[src/rtl/param_regfile_if.sv]
// Register-file port bundle: two read ports, one byte-masked write port
// and the bulk-clear handshake.
interface param_regfile_if #(
  parameter int WIDTH     = 32,
  parameter int ADDR_BITS = 5
);
  logic [ADDR_BITS-1:0] ReadRegister1;
  logic [ADDR_BITS-1:0] ReadRegister2;
  logic [WIDTH-1:0]     ReadData1;
  logic [WIDTH-1:0]     ReadData2;
  logic [ADDR_BITS-1:0] WriteRegister;
  logic [WIDTH-1:0]     WriteData;
  logic [WIDTH/8-1:0]   ByteEnable;
  logic                 RegWrite;
  logic                 Clear;
  logic                 Busy;

  modport master (
    output ReadRegister1, ReadRegister2, WriteRegister, WriteData,
           ByteEnable, RegWrite, Clear,
    input  ReadData1, ReadData2, Busy
  );

  modport slave (
    input  ReadRegister1, ReadRegister2, WriteRegister, WriteData,
           ByteEnable, RegWrite, Clear,
    output ReadData1, ReadData2, Busy
  );
endinterface

[src/rtl/param_regfile.sv]
// Architectural register file: 2 async read ports, 1 byte-masked sync write
// port, optional write-to-read bypass and a one-word-per-cycle bulk clear.
//
// state    | meaning
// IDLE     | normal read/write operation, Busy low
// CLEARING | zeroing mem[clr_cnt] each cycle, writes and bypass blocked
module param_regfile #(
  parameter int WIDTH     = 32,
  parameter int ADDR_BITS = 5,
  parameter int ZERO_REG  = 1,
  parameter int BYPASS    = 1
) (
  input logic             Clk,
  input logic             Reset_n,
  param_regfile_if.slave  bus
);
  localparam int DEPTH  = 2 ** ADDR_BITS;
  localparam int NBYTES = WIDTH / 8;
  localparam logic [ADDR_BITS-1:0] LAST_ADDR = ADDR_BITS'(DEPTH - 1);

  typedef enum logic {IDLE, CLEARING} state_t;

  state_t               state;
  logic                 busy;
  logic [ADDR_BITS-1:0] clr_cnt;
  logic [WIDTH-1:0]     mem [DEPTH];

  logic wr_zero_masked;
  logic wr_en;
  logic hit1;
  logic hit2;

  assign wr_zero_masked = (ZERO_REG != 0) && (bus.WriteRegister == '0);
  assign wr_en          = bus.RegWrite && !busy && !wr_zero_masked;
  assign hit1 = (BYPASS != 0) && bus.RegWrite && !busy &&
                (bus.WriteRegister == bus.ReadRegister1);
  assign hit2 = (BYPASS != 0) && bus.RegWrite && !busy &&
                (bus.WriteRegister == bus.ReadRegister2);

  function automatic logic [WIDTH-1:0] merge(
    input logic [WIDTH-1:0]  stored,
    input logic              hit,
    input logic [WIDTH-1:0]  wd,
    input logic [NBYTES-1:0] be
  );
    logic [WIDTH-1:0] d;
    d = stored;
    for (int b = 0; b < NBYTES; b++) begin
      if (hit && be[b]) d[8*b +: 8] = wd[8*b +: 8];
    end
    return d;
  endfunction

  // A masked zero register wins over the bypass path.
  assign bus.ReadData1 = ((ZERO_REG != 0) && (bus.ReadRegister1 == '0)) ? '0 :
                         merge(mem[bus.ReadRegister1], hit1, bus.WriteData, bus.ByteEnable);
  assign bus.ReadData2 = ((ZERO_REG != 0) && (bus.ReadRegister2 == '0)) ? '0 :
                         merge(mem[bus.ReadRegister2], hit2, bus.WriteData, bus.ByteEnable);
  assign bus.Busy = busy;

  always_ff @(posedge Clk or negedge Reset_n) begin
    if (!Reset_n) begin
      state   <= IDLE;
      busy    <= 1'b0;
      clr_cnt <= '0;
      for (int i = 0; i < DEPTH; i++) mem[i] <= '0;
    end else begin
      case (state)
        IDLE: begin
          if (wr_en) begin
            for (int b = 0; b < NBYTES; b++) begin
              if (bus.ByteEnable[b])
                mem[bus.WriteRegister][8*b +: 8] <= bus.WriteData[8*b +: 8];
            end
          end
          if (bus.Clear) begin
            state   <= CLEARING;
            busy    <= 1'b1;
            clr_cnt <= '0;
          end
        end
        CLEARING: begin
          mem[clr_cnt] <= '0;
          if (clr_cnt == LAST_ADDR) begin
            state <= IDLE;
            busy  <= 1'b0;
          end else begin
            clr_cnt <= clr_cnt + 1'b1;
          end
        end
        default: begin
          state <= IDLE;
          busy  <= 1'b0;
        end
      endcase
    end
  end
endmodule

[src/flat_wrapper.sv]
// flat-port wrapper written by rule: the top's interface ports become plain ports
module param_regfile_flat 
#(
  parameter int WIDTH     = 32,
  parameter int ADDR_BITS = 5,
  parameter int ZERO_REG  = 1,
  parameter int BYPASS    = 1
)
  (Clk, Reset_n, bus_ReadRegister1, bus_ReadRegister2, bus_WriteRegister, bus_WriteData, bus_ByteEnable, bus_RegWrite, bus_Clear, bus_ReadData1, bus_ReadData2, bus_Busy);
  param_regfile_if #(.WIDTH(WIDTH), .ADDR_BITS(ADDR_BITS)) bus_i ();
  input logic Clk;
  input logic Reset_n;
  input wire logic [$bits(bus_i.ReadRegister1)-1:0] bus_ReadRegister1;
  input wire logic [$bits(bus_i.ReadRegister2)-1:0] bus_ReadRegister2;
  input wire logic [$bits(bus_i.WriteRegister)-1:0] bus_WriteRegister;
  input wire logic [$bits(bus_i.WriteData)-1:0] bus_WriteData;
  input wire logic [$bits(bus_i.ByteEnable)-1:0] bus_ByteEnable;
  input wire logic [$bits(bus_i.RegWrite)-1:0] bus_RegWrite;
  input wire logic [$bits(bus_i.Clear)-1:0] bus_Clear;
  output wire logic [$bits(bus_i.ReadData1)-1:0] bus_ReadData1;
  output wire logic [$bits(bus_i.ReadData2)-1:0] bus_ReadData2;
  output wire logic [$bits(bus_i.Busy)-1:0] bus_Busy;
  assign bus_i.ReadRegister1 = bus_ReadRegister1;
  assign bus_i.ReadRegister2 = bus_ReadRegister2;
  assign bus_i.WriteRegister = bus_WriteRegister;
  assign bus_i.WriteData = bus_WriteData;
  assign bus_i.ByteEnable = bus_ByteEnable;
  assign bus_i.RegWrite = bus_RegWrite;
  assign bus_i.Clear = bus_Clear;
  assign bus_ReadData1 = bus_i.ReadData1;
  assign bus_ReadData2 = bus_i.ReadData2;
  assign bus_Busy = bus_i.Busy;
  param_regfile #(.WIDTH(WIDTH), .ADDR_BITS(ADDR_BITS), .ZERO_REG(ZERO_REG), .BYPASS(BYPASS)) u_core (.Clk(Clk), .Reset_n(Reset_n), .bus(bus_i));
endmodule
[config.mk]
export PLATFORM = sky130hd
export DESIGN_NAME = param_regfile_flat
export DESIGN_NICKNAME = d
export VERILOG_FILES = /design/src/rtl/param_regfile_if.sv /design/src/rtl/param_regfile.sv /design/src/flat_wrapper.sv
export SDC_FILE = /design/constraint.sdc
export NUM_CORES = 2
export LEC_CHECK = 0
export BUFFER_PORTS_ARGS = -buffer_cell sky130_fd_sc_hd__buf_2
export CORE_MARGIN = 1
export CORE_UTILIZATION = 50
export CTS_CLUSTER_DIAMETER = 60
export DETAILED_ROUTE_END_ITERATION = 16
export GPL_ROUTABILITY_DRIVEN = 0
export PLACE_DENSITY_LB_ADDON = 0.3
export SLEW_MARGIN = 20
export SYNTH_ARGS = -nofsm -noshare
export SYNTH_HDL_FRONTEND = slang
export SYNTH_SLANG_ARGS = --single-unit
[constraint.sdc]
create_clock -name Clk -period 4.5 [get_ports Clk]
set_clock_uncertainty 0.05 [all_clocks]
set_input_delay 1.35 -clock Clk [delete_from_list [all_inputs] [get_ports Clk]]
set_output_delay 1.35 -clock Clk [all_outputs]
set_load 0.05 [all_outputs]
==> results.cfg <==
[sta]
rsz0062_at_grt = yes
clock.fmax_ghz = 0.207
post-route-period-util_pct = 107
hold_slack_ns = 0.446
drv_slew = 0
hold_viol = 0
tns_ns = -12.76
period_needed_ns = 4.83
tightestPinTransition_ns = 1.16
setup_viol = 64
relSlewSlack_pct = 22.1
setup_ws_ns = -0.328

[logic_synthesis]
ys_ff_latch = 1031
netlist.area_leader.share_pct = 47.4
netlist_instances = 4349
synth_area_um2 = 54400
synthXorXnorAreaFrac_pct = 0.209
synthArstFlopShare_pct = 100
synth-edff-count = 0
synth_fa_ha_area_share_pct = 0.115
syn-num-nets = 4409
yosysWarnings = 0
synthSimpleGateAreaFrac_pct = 7.93
ys_seq_area_share_pct = 47.4
synthMuxAreaShare_pct = 24.0
ys.flop_type = dfrtp_1
yosysUniqueCellTypes = 58
synthTopCellsByArea = dfrtp_1, mux4_2, o2bb2ai_1, nand2_1, o21ai_0
postSynthAreaPerCell_um2 = 12.5
synth_compound_area_share_pct = 17.1
yosys.area.top_type = dfrtp_1
synth_top_family_by_area = multiplexers

[power_and_ir_drop]
switching_share_pct = 29.0
pwr_density_cell_nw_per_um2 = 337
ir_drop_mv = 0.349
p_leak_uw = 0.0270
internal_power_uw = 16000
clkPwrFrac_pct = 42.6
p_sw_uw = 6560
power_frac_seq_pct = 42.2
p_comb_share_pct = 15.2

[clock_tree]
cts-hold-fix-buffers = 0
worst_skew_pair.late_latency_ns = 0.75
root_buffer = clkbuf_16
clk_path_buf_depth = 3
clk_pin_slew_ns = 0.06
h-tree-depth = 3
cts_buffers = 112
clock-sinks = 1031
cts_tree = built

[routing]
drt_iter0_markers = 6856
avgViaCountPerCell = 7.26
wl_per_cell_um = 33.3
dr.pass1.iters = 6
ant_nets = 0
dr_total_vias = 45100
drcViolationCount = 0
finalWirelength_um = 207000

[worst_setup_path]
worst-setup-path-type = primary input to output port
cp_data_required_time_ns = 3.10
cp_max_fo = 7
cp-end-kind = output port
start_kind = primary input
crit_arrival_ns = 3.43

[place]
place_ws_ns = -0.611
place_inst = 5910
placed_area_um2 = 60300
io_buffers = 119
place_hpwl_um = 141000

[final_layout]
area_growth_pct = 23.3
layout-drive-gt1-share_pct = 36.1
instances_no_fill = 6212
final_area_um2 = 67100
final_nets = 4771

[floorplanning]
dieArea_um2 = 110000
fp-row-count = 120
fp.dieW_um = 332
core_area_um2 = 108000
start_util_pct = 50.6
top_level_ports = 120
die_y_um = 332

[grt]
grtUsageMet1_pct = 49.0
grtUsageMet3_pct = 12.9
grt_overflow_total = 0
grtUsageTotal_pct = 37.9
grt_max_degree = 93
grt_pass1_vias = 45300
grt.busiest_layer = met2
grt_use_met2_pct = 55.4
grt_pass1_wl_um = 309000
antenna_found_initial = 9

[status]
status = complete, but fails checks
failed_checks = negative setup slack

[worst_hold_path]
hp-class = register to register

[flow_run]
maxCapViolations = 0
metrics by stage:
stage / util, % / power, uW
floorplan: - / 11300
global placement: 56.0 / 12700
detailed placement: 56.0 / 12700
CTS: 62.1 / 22500
global route: 62.4 / 23100
finish: 62.4 / 22600
power by group through the flow:
| stage | sequential (uW) | clock, uW | combinational (uW) |
|---|---|---|---|
| after CTS | 9520 | 9650 | 3290 |
| after floorplan | 9640 | 0 | 1650 |
| final | 9530 | 9640 | 3440 |
| after detailed placement | 9680 | 0 | 3030 |
| after global placement | 9670 | 0 | 3010 |
| after global routing | 9540 | 10000 | 3500 |
Yosys cell counts, drive strengths merged, types with 6 or more instances:
cell / number
and3: 9
o22ai: 56
o32ai: 7
nand2: 802
mux2i: 6
o2bb2ai: 481
a22oi: 181
nor4: 12
buf: 137
o21ai: 587
dfrtp: 1031
clkbuf: 200
nand3: 8
a31oi: 7
inv: 60
or2: 6
mux4: 575
nand2b: 16
nor4b: 7
and2: 48
xor2: 10
nor2: 45
a22o: 6
metal layers:
layer  vias up  wire [um]  share of wire [%]
met2      3490      90800                 44
met4        12      15500                7.5
met1     23000      73400                 35
li1      17600          -                  -
met3       902      27200                 13
met5         -         65              0.031
registers in the layout, summed over array words and instances, names as in the netlist:
| signal | flops |
|---|---|
| u_core.clr_cnt | 5 |
| u_core.bus.Busy | 1 |
| u_core.state | 1 |
| u_core.mem | 1024 |
cell usage in the layout, fill, tap and decap left out, types with 80 or more instances in the layout:
cell type	n
buf_12	110
buf_6	80
o2bb2ai_1	481
buf_4	289
clkbuf_16	115
o21ai_1	158
nand2_1	731
mux4_2	575
dfrtp_1	1031
o21ai_0	416
a22oi_2	132
worst paths after layout:
path	cells after the start	to	slack [ns]	from
max	9	bus_ReadData1[26]	-0.33	bus_ReadRegister1[0]
min	2	u_core.mem[58]	0.45	u_core.mem[58]
max reg2reg	7	u_core.mem[40]	1.32	u_core.clr_cnt[0]
min reg2reg	2	u_core.mem[58]	0.45	u_core.mem[58]
max in group asynchronous	3	u_core.mem[281]	2.54	Reset_n
min in group asynchronous	1	u_core.mem[135]	0.72	Reset_n
cell families (layout without fill, tap and decap cells):
group,Yosys count,after routing
muxes,583,583
and+or+nand+nor,977,978
DFF,1031,1031
adders and majority gates,5,5
xor gates and xnor gates,13,13
other,0,4
buffers and inverters,397,852
AOI/OAI and AO/OA,1343,1343
what timing repair did:
action	in CTS	in global routing
gates cloned	32	2
resized for setup	373	97
endpoints found under the setup margin	64	64
buffers inserted	58	17
pin swaps	70	59
final cells by class:
type	instances	area (um2)
Clock buffer	152	3160
Fill cell	7971	40400
Antenna cell	4	10.0
Tap cell	1403	1760
Sequential cell	1031	25800
Multi-Input combinational cell	2922	28600
Inverter	60	238
Timing Repair Buffer	584	6840
Clock inverter	56	659
critical path, stage by stage:
cell	delay (ns)
buf_16	0.15
buf_12	0.15
buf_12	0.16
buf_12	0.14
mux4_2	0.55
mux4_2	0.50
inv_4	0.11
o22ai_4	0.10
buf_6	0.17
Power figures use the tool's default switching activity.
